$ cat src/rtl/pcpi_arbiter_pkg.sv
// Shared constants and types for the PCPI co-processor arbiter.
// Decoding, slave numbering and FSM states live here so the top and decoder agree.
package pcpi_arbiter_pkg;

  localparam logic [6:0] OP_FP      = 7'b1010011;
  localparam logic [6:0] OP_REG     = 7'b0110011;
  localparam logic [6:0] MULDIV     = 7'b0000001;

  localparam logic       SLV_FPU    = 1'b0;
  localparam logic       SLV_MULDIV = 1'b1;
  localparam int         NUM_SLV    = 2;

  typedef enum logic [1:0] {
    IDLE  = 2'd0,
    BUSY  = 2'd1,
    RESP  = 2'd2,
    DRAIN = 2'd3
  } state_e;

  // Extracts slave idx's 32-bit lane from the packed two-slave result bus.
  function automatic logic [31:0] slv_slice(input logic [63:0] bus, input logic idx);
    return idx ? bus[63:32] : bus[31:0];
  endfunction

endpackage

$ cat src/rtl/pcpi_arbiter_decode.sv
// Combinational instruction decoder: decides whether a PCPI instruction is
// claimed and which slave (FPU or mul/div) executes it.
module pcpi_decode
  import pcpi_arbiter_pkg::*;
(
  input  logic [6:0] opcode_i,
  input  logic [6:0] funct7_i,
  output logic       claimed_o,
  output logic       sel_o
);

  always_comb begin
    claimed_o = 1'b0;
    sel_o     = SLV_FPU;
    if (opcode_i == OP_FP) begin
      claimed_o = 1'b1;
      sel_o     = SLV_FPU;
    end else if ((opcode_i == OP_REG) && (funct7_i == MULDIV)) begin
      claimed_o = 1'b1;
      sel_o     = SLV_MULDIV;
    end
  end

endmodule

$ cat src/rtl/pcpi_arbiter.sv
// PCPI arbiter: routes claimed core instructions to one of two co-processor
// slaves, returns the result as a one-cycle strobe, and aborts stuck slaves.
module pcpi_arbiter
  import pcpi_arbiter_pkg::*;
#(
  parameter int TIMEOUT_CYCLES = 64
) (
  input  logic        clkIn,
  input  logic        rstLowIn,
  input  logic        pcpiValidIn,
  input  logic [31:0] pcpiInstIn,
  input  logic [31:0] pcpiRs1In,
  input  logic [31:0] pcpiRs2In,
  output logic        pcpiWrOut,
  output logic [31:0] pcpiRdOut,
  output logic        pcpiWaitOut,
  output logic        pcpiReadyOut,
  output logic [1:0]  slvValidOut,
  output logic [31:0] slvInstOut,
  output logic [31:0] slvRs1Out,
  output logic [31:0] slvRs2Out,
  input  logic [1:0]  slvWrIn,
  input  logic [63:0] slvRdIn,
  input  logic [1:0]  slvReadyIn,
  output logic        timeoutOut
);

  localparam logic [7:0] CNT_LAST = 8'(TIMEOUT_CYCLES - 1);

  state_e      state_q, state_d;
  logic        sel_q, sel_d;
  logic [31:0] inst_q, inst_d;
  logic [31:0] rs1_q, rs1_d;
  logic [31:0] rs2_q, rs2_d;
  logic [7:0]  cnt_q, cnt_d;
  logic        wr_q, wr_d;
  logic [31:0] rd_q, rd_d;
  logic        timeout_q, timeout_d;

  logic        dec_claimed;
  logic        dec_sel;
  logic        busy;
  logic        resp;
  logic        sel_ready;

  pcpi_decode u_decode (
    .opcode_i  (pcpiInstIn[6:0]),
    .funct7_i  (pcpiInstIn[31:25]),
    .claimed_o (dec_claimed),
    .sel_o     (dec_sel)
  );

  // Only the selected slave's ready is ever looked at.
  assign sel_ready = slvReadyIn[sel_q];

  always_comb begin
    state_d   = state_q;
    sel_d     = sel_q;
    inst_d    = inst_q;
    rs1_d     = rs1_q;
    rs2_d     = rs2_q;
    cnt_d     = cnt_q;
    wr_d      = wr_q;
    rd_d      = rd_q;
    timeout_d = timeout_q;
    unique case (state_q)
      IDLE: begin
        if (pcpiValidIn && dec_claimed) begin
          sel_d   = dec_sel;
          inst_d  = pcpiInstIn;
          rs1_d   = pcpiRs1In;
          rs2_d   = pcpiRs2In;
          cnt_d   = 8'd0;
          state_d = BUSY;
        end
      end
      BUSY: begin
        // Core withdrawal beats a late slave answer; ready beats timeout.
        if (!pcpiValidIn) begin
          state_d = IDLE;
        end else if (sel_ready) begin
          wr_d    = slvWrIn[sel_q];
          rd_d    = slv_slice(slvRdIn, sel_q);
          state_d = RESP;
        end else if (cnt_q == CNT_LAST) begin
          timeout_d = 1'b1;
          state_d   = DRAIN;
        end else begin
          cnt_d = cnt_q + 8'd1;
        end
      end
      RESP: begin
        state_d = DRAIN;
      end
      DRAIN: begin
        if (!pcpiValidIn) begin
          state_d = IDLE;
        end
      end
      default: begin
        state_d = IDLE;
      end
    endcase
  end

  always_ff @(posedge clkIn or negedge rstLowIn) begin
    if (!rstLowIn) begin
      state_q   <= IDLE;
      sel_q     <= SLV_FPU;
      inst_q    <= '0;
      rs1_q     <= '0;
      rs2_q     <= '0;
      cnt_q     <= '0;
      wr_q      <= 1'b0;
      rd_q      <= '0;
      timeout_q <= 1'b0;
    end else begin
      state_q   <= state_d;
      sel_q     <= sel_d;
      inst_q    <= inst_d;
      rs1_q     <= rs1_d;
      rs2_q     <= rs2_d;
      cnt_q     <= cnt_d;
      wr_q      <= wr_d;
      rd_q      <= rd_d;
      timeout_q <= timeout_d;
    end
  end

  assign busy = (state_q == BUSY);
  assign resp = (state_q == RESP);

  genvar gi;
  generate
    for (gi = 0; gi < NUM_SLV; gi++) begin : g_slv_valid
      assign slvValidOut[gi] = busy && (sel_q == 1'(gi));
    end
  endgenerate

  // Slave buses are masked outside BUSY so idle/drain cycles present all zeros.
  assign slvInstOut   = busy ? inst_q : '0;
  assign slvRs1Out    = busy ? rs1_q  : '0;
  assign slvRs2Out    = busy ? rs2_q  : '0;
  assign pcpiWaitOut  = busy;
  assign pcpiReadyOut = resp;
  assign pcpiWrOut    = resp & wr_q;
  assign pcpiRdOut    = resp ? rd_q : '0;
  assign timeoutOut   = timeout_q;

endmodule

$ cat config.mk
export PLATFORM = sky130hd
export DESIGN_NAME = pcpi_arbiter
export DESIGN_NICKNAME = d
export VERILOG_FILES = /design/src/rtl/pcpi_arbiter_pkg.sv /design/src/rtl/pcpi_arbiter_decode.sv /design/src/rtl/pcpi_arbiter.sv
export SDC_FILE = /design/constraint.sdc
export NUM_CORES = 1
export LEC_CHECK = 0
export ABC_AREA = 1
export CORE_ASPECT_RATIO = 1.1
export CORE_MARGIN = 2
export CORE_UTILIZATION = 30
export CTS_BUF_LIST = sky130_fd_sc_hd__clkbuf_2 sky130_fd_sc_hd__clkbuf_4 sky130_fd_sc_hd__clkbuf_8
export CTS_CLUSTER_DIAMETER = 150
export DETAILED_ROUTE_END_ITERATION = 10
export MAX_ROUTING_LAYER = met4
export PLACE_DENSITY_LB_ADDON = 0.25
export SLEW_MARGIN = 20
export SYNTH_ARGS = -nofsm -noshare
export SYNTH_HDL_FRONTEND = slang
export SYNTH_SLANG_ARGS = --single-unit
$ cat constraint.sdc
create_clock -name clkIn -period 1.4 [get_ports clkIn]
set_input_delay 0.14 -clock clkIn [delete_from_list [all_inputs] [get_ports clkIn]]
set_output_delay 0.14 -clock clkIn [all_outputs]
set_load 0.01 [all_outputs]
==> qor.csv <==
stage,metric,value,unit
flow_run,max cap viols,0,
yosys,cell count after synthesis,966,
timing,Max-slew headroom,69.27,%
detailed_routing,vias per cell,4.293,
final_layout,antenna cells,0,
final_layout,layout cells sized above 1,29.57,%
detailed_routing,drt first pass iters,4,
pwr,peak supply drop,0.0006596,V
timing,worst-margin pin slew,0.4610,ns
yosys,XOR/XNOR Fraction of Synth Area,0.1213,%
placement,IO buf count,300,
detailed_routing,number of DRC markers in iteration 0,239,
clock_network,worst-skew pair later-pin latency,0.44,ns
die,FP Rows,59,
detailed_routing,residual DRC count,0,
worst_setup_path,CP arrival,1.68,ns
die,Die Area,0.02533,mm2
placement,DP Wirelength,14.62,mm
run_status,failing checks,negative setup slack,
timing,fmax,549.1,MHz
pwr,Total Power,15.19,mW
final_layout,nets,1491,
worst_setup_path,CP required,1.26,ns
clock_network,clock slew at reported path FFs,0.09,ns
yosys,cell area after synthesis,0.007222,mm2
clock_network,Clock Tree Buf Depth,2,
yosys,Synth Warn #,0,
worst_setup_path,Slowest cell on crit path,dfrtp_1,
detailed_routing,post-route ant nets,0,
placement,GP Congestion,0.8041,
pwr,PwrDens,1293,mW/mm2
yosys,Synth Area in Simple Gates,22.59,%
timing,Final Skew,0.01661,ns
yosys,multiplexer share of the synthesized area,0,%
final_layout,"Cell Count, Final, Fillers Out",1641,
clock_network,H-tree Lvls,4,
worst_setup_path,R2R depth,9,
grt,total grt overflow,0,
yosys,Mean Syn Cell Area,7.476,um2
yosys,Post-synth ARST share,100.0,%
timing,Worst Slack Setup Final,-0.4212,ns
worst_setup_path,crit path capture type,output pin,
clock_network,Clock Tree Root,clkbuf_8,
timing,max-slew violations,0,
yosys,register area share after synthesis,48.86,%
grt,first-pass GRT wire length,34.67,mm
detailed_routing,Routed WL,23.13,mm
yosys,post-synth top area cell,dfrtp_1,
yosys,Post-synth top flop,dfrtp_1,
worst_setup_path,CP max FO,6,
timing,period utilization,130.1,%
yosys,"FF+latch count, synth",141,
timing,Fin. Hold Viols,0,
detailed_routing,wire length per cell,14.09,um
clock_network,CTS buffer count,17,
grt,initial antenna violation count,0,
pwr,LEAKAGE,5.794,nW
final_layout,Area Overhead vs Synth,62.72,%
yosys,number of synthesized flops with an enable pin,0,
yosys,post-synth top area share,48.86,%
yosys,Yosys cell types,33,
worst_setup_path,"slowest stage delay, CP",0.42,ns
final_layout,Util after Layout,49.75,%
run_status,status,"finished, violations left",
timing,RSZ-0062 raised after global routing,yes,
worst_setup_path,critical path class,reg -> out,
min_path,HP Class,in -> async,
die,die width,151.9,um
yosys,most frequent cell after synthesis,inv_1,
grt,largest net degree at the start of global routing,66,
yosys,Compound-Gate Fraction of Synth Area,11.52,%
yosys,ranking of synthesized cells by area,"dfrtp_1, inv_1, nand2_1",
yosys,synth cell count leaders,"inv_1, nand2_1, nor2_1",
grt,number of global-route vias before repair,6654,
worst_setup_path,critical path launch point type,flip-flop,
placement,dpl cell area,0.01077,mm2
clock_network,CTS tree,done,
yosys,largest family of logic cells by synthesized area,simple AND/OR/NAND/NOR gates,
die,core area,0.02362,mm2
die,Die Y,166.7,um
timing,endpoints failing setup,272,
timing,Final min period,1.821,ns
die,Initial Util,30.57,%
die,IO Pins,301,
yosys,Post-Synth Adder-Cell Area,0.1733,%
worst_setup_path,cells along the critical path,nor2_4 -> clkinv_4 -> buf_6 -> clkbuf_16 -> nor2_2 -> buf_2,
yosys,Syn Nets,1134,
final_layout,final instance area,0.01175,mm2
placement,placed insts,1571,
clock_network,Clock Sinks,141,
detailed_routing,Vias,7044,
grt,Total GRT Usage,17.50,%
-- final timing paths --
| path | start | to | slack (ns) |
|---|---|---|---|
| setup / recovery | flip-flop | slvInstOut[24] | -0.42 |
| hold / removal | rstLowIn | rs2_q[22]$_DFFE_PN0P_ | 0.19 |
| setup reg to reg | flip-flop | rs1_q[3]$_DFFE_PN0P_ | -0.27 |
| hold reg to reg | inst_q[0]$_DFFE_PN0P_ | inst_q[0]$_DFFE_PN0P_ | 0.46 |
| max in group asynchronous | rstLowIn | inst_q[22]$_DFFE_PN0P_ | 0.65 |
| min in group clkIn | pcpiInstIn[9] | inst_q[9]$_DFFE_PN0P_ | 0.22 |
-- layout make-up --
cell class	count	area, um2
tap	305	381.6
clock buffer	19	261.5
timing repair buffer	385	3651
multi-input combinational	544	2924
clock inverter	13	116.4
inverter	234	888.4
fill	2290	11870
sequential	141	3528
-- routing by layer --
metal | up-vias | track usage [%] | part of all wire (%)
met1 | 3231 | 22.04 | 45
met3 | 33 | 3.617 | 4.7
met5 | - | - | 0
li1 | 3570 | - | -
met2 | 210 | 27.83 | 48
met4 | 0 | 6.623 | 2.7
-- registers in the layout (all words and copies together) (netlist names), named ones only --
name and flops:
wr_q 1, cnt_q 8, rd_q 32, sel_q 1, state_q 1, rs2_q 32
rs1_q 32, timeoutOut 1, inst_q 32
-- report_power, final --
group / switching (mW) / internal, mW / leakage [nW]
logic: 3.45 / 3.25 / 3.77
registers: 0.435 / 4.85 / 1.84
clock network: 1.81 / 1.39 / 0.189
-- kinds of logic (layout without fill, tap and decap cells) --
group	count (synthesis)	count (layout)
AO/OA/AOI/OAI	133	133
XOR/XNOR	1	1
adder cells (fa/ha/maj)	1	1
buffers and inverters	283	651
flip-flops	141	141
AND/OR/NAND/NOR	407	409
-- cell usage in the layout, fill, tap and decap left out, drive strengths merged --
cell type	n
inv	241
or2	2
buf	208
clkdlybuf4s50	166
o21bai	1
nand4	2
nor2	182
nand3b	1
a31oi	33
clkinvlp	2
o21ai	95
nand2	201
clkinv	4
dfrtp	141
nor3	1
dlygate4sd2	1
clkbuf	28
nand3	17
and3	1
xor2	1
ha	1
dlygate4sd3	1
nor3b	2
a21oi	4
-- critical path, delay by kind of cell (launching register included) --
family | cells | cell delay (ns)
AND/OR/NAND/NOR | 2 | 0.23
flip-flops | 1 | 0.42
buffers and inverters | 4 | 0.58
-- timing repair --
action                                 4_1_cts  5_1_grt
setup buffers                               13        5
hold buffers                                 1        0
pin swaps                                    5        5
endpoints found under the hold margin      107        0
gates resized for setup                    572      145
setup endpoints to repair                  271      275
gates cloned                                 7       15
-- per-stage QoR --
stage | hold slack, ns | TNS (ns) | setup WS [ns]
after floorplan | -0.1556 | 0 | 0.02980
after global placement | 0.1070 | -77.36 | -0.4021
after detailed placement | 0.1136 | -82.14 | -0.4581
after CTS | 0.1831 | -83.99 | -0.5214
after global routing | 0.2056 | -97.18 | -0.5070
final | 0.1906 | -71.33 | -0.4212
Power figures use the tool's default switching activity.
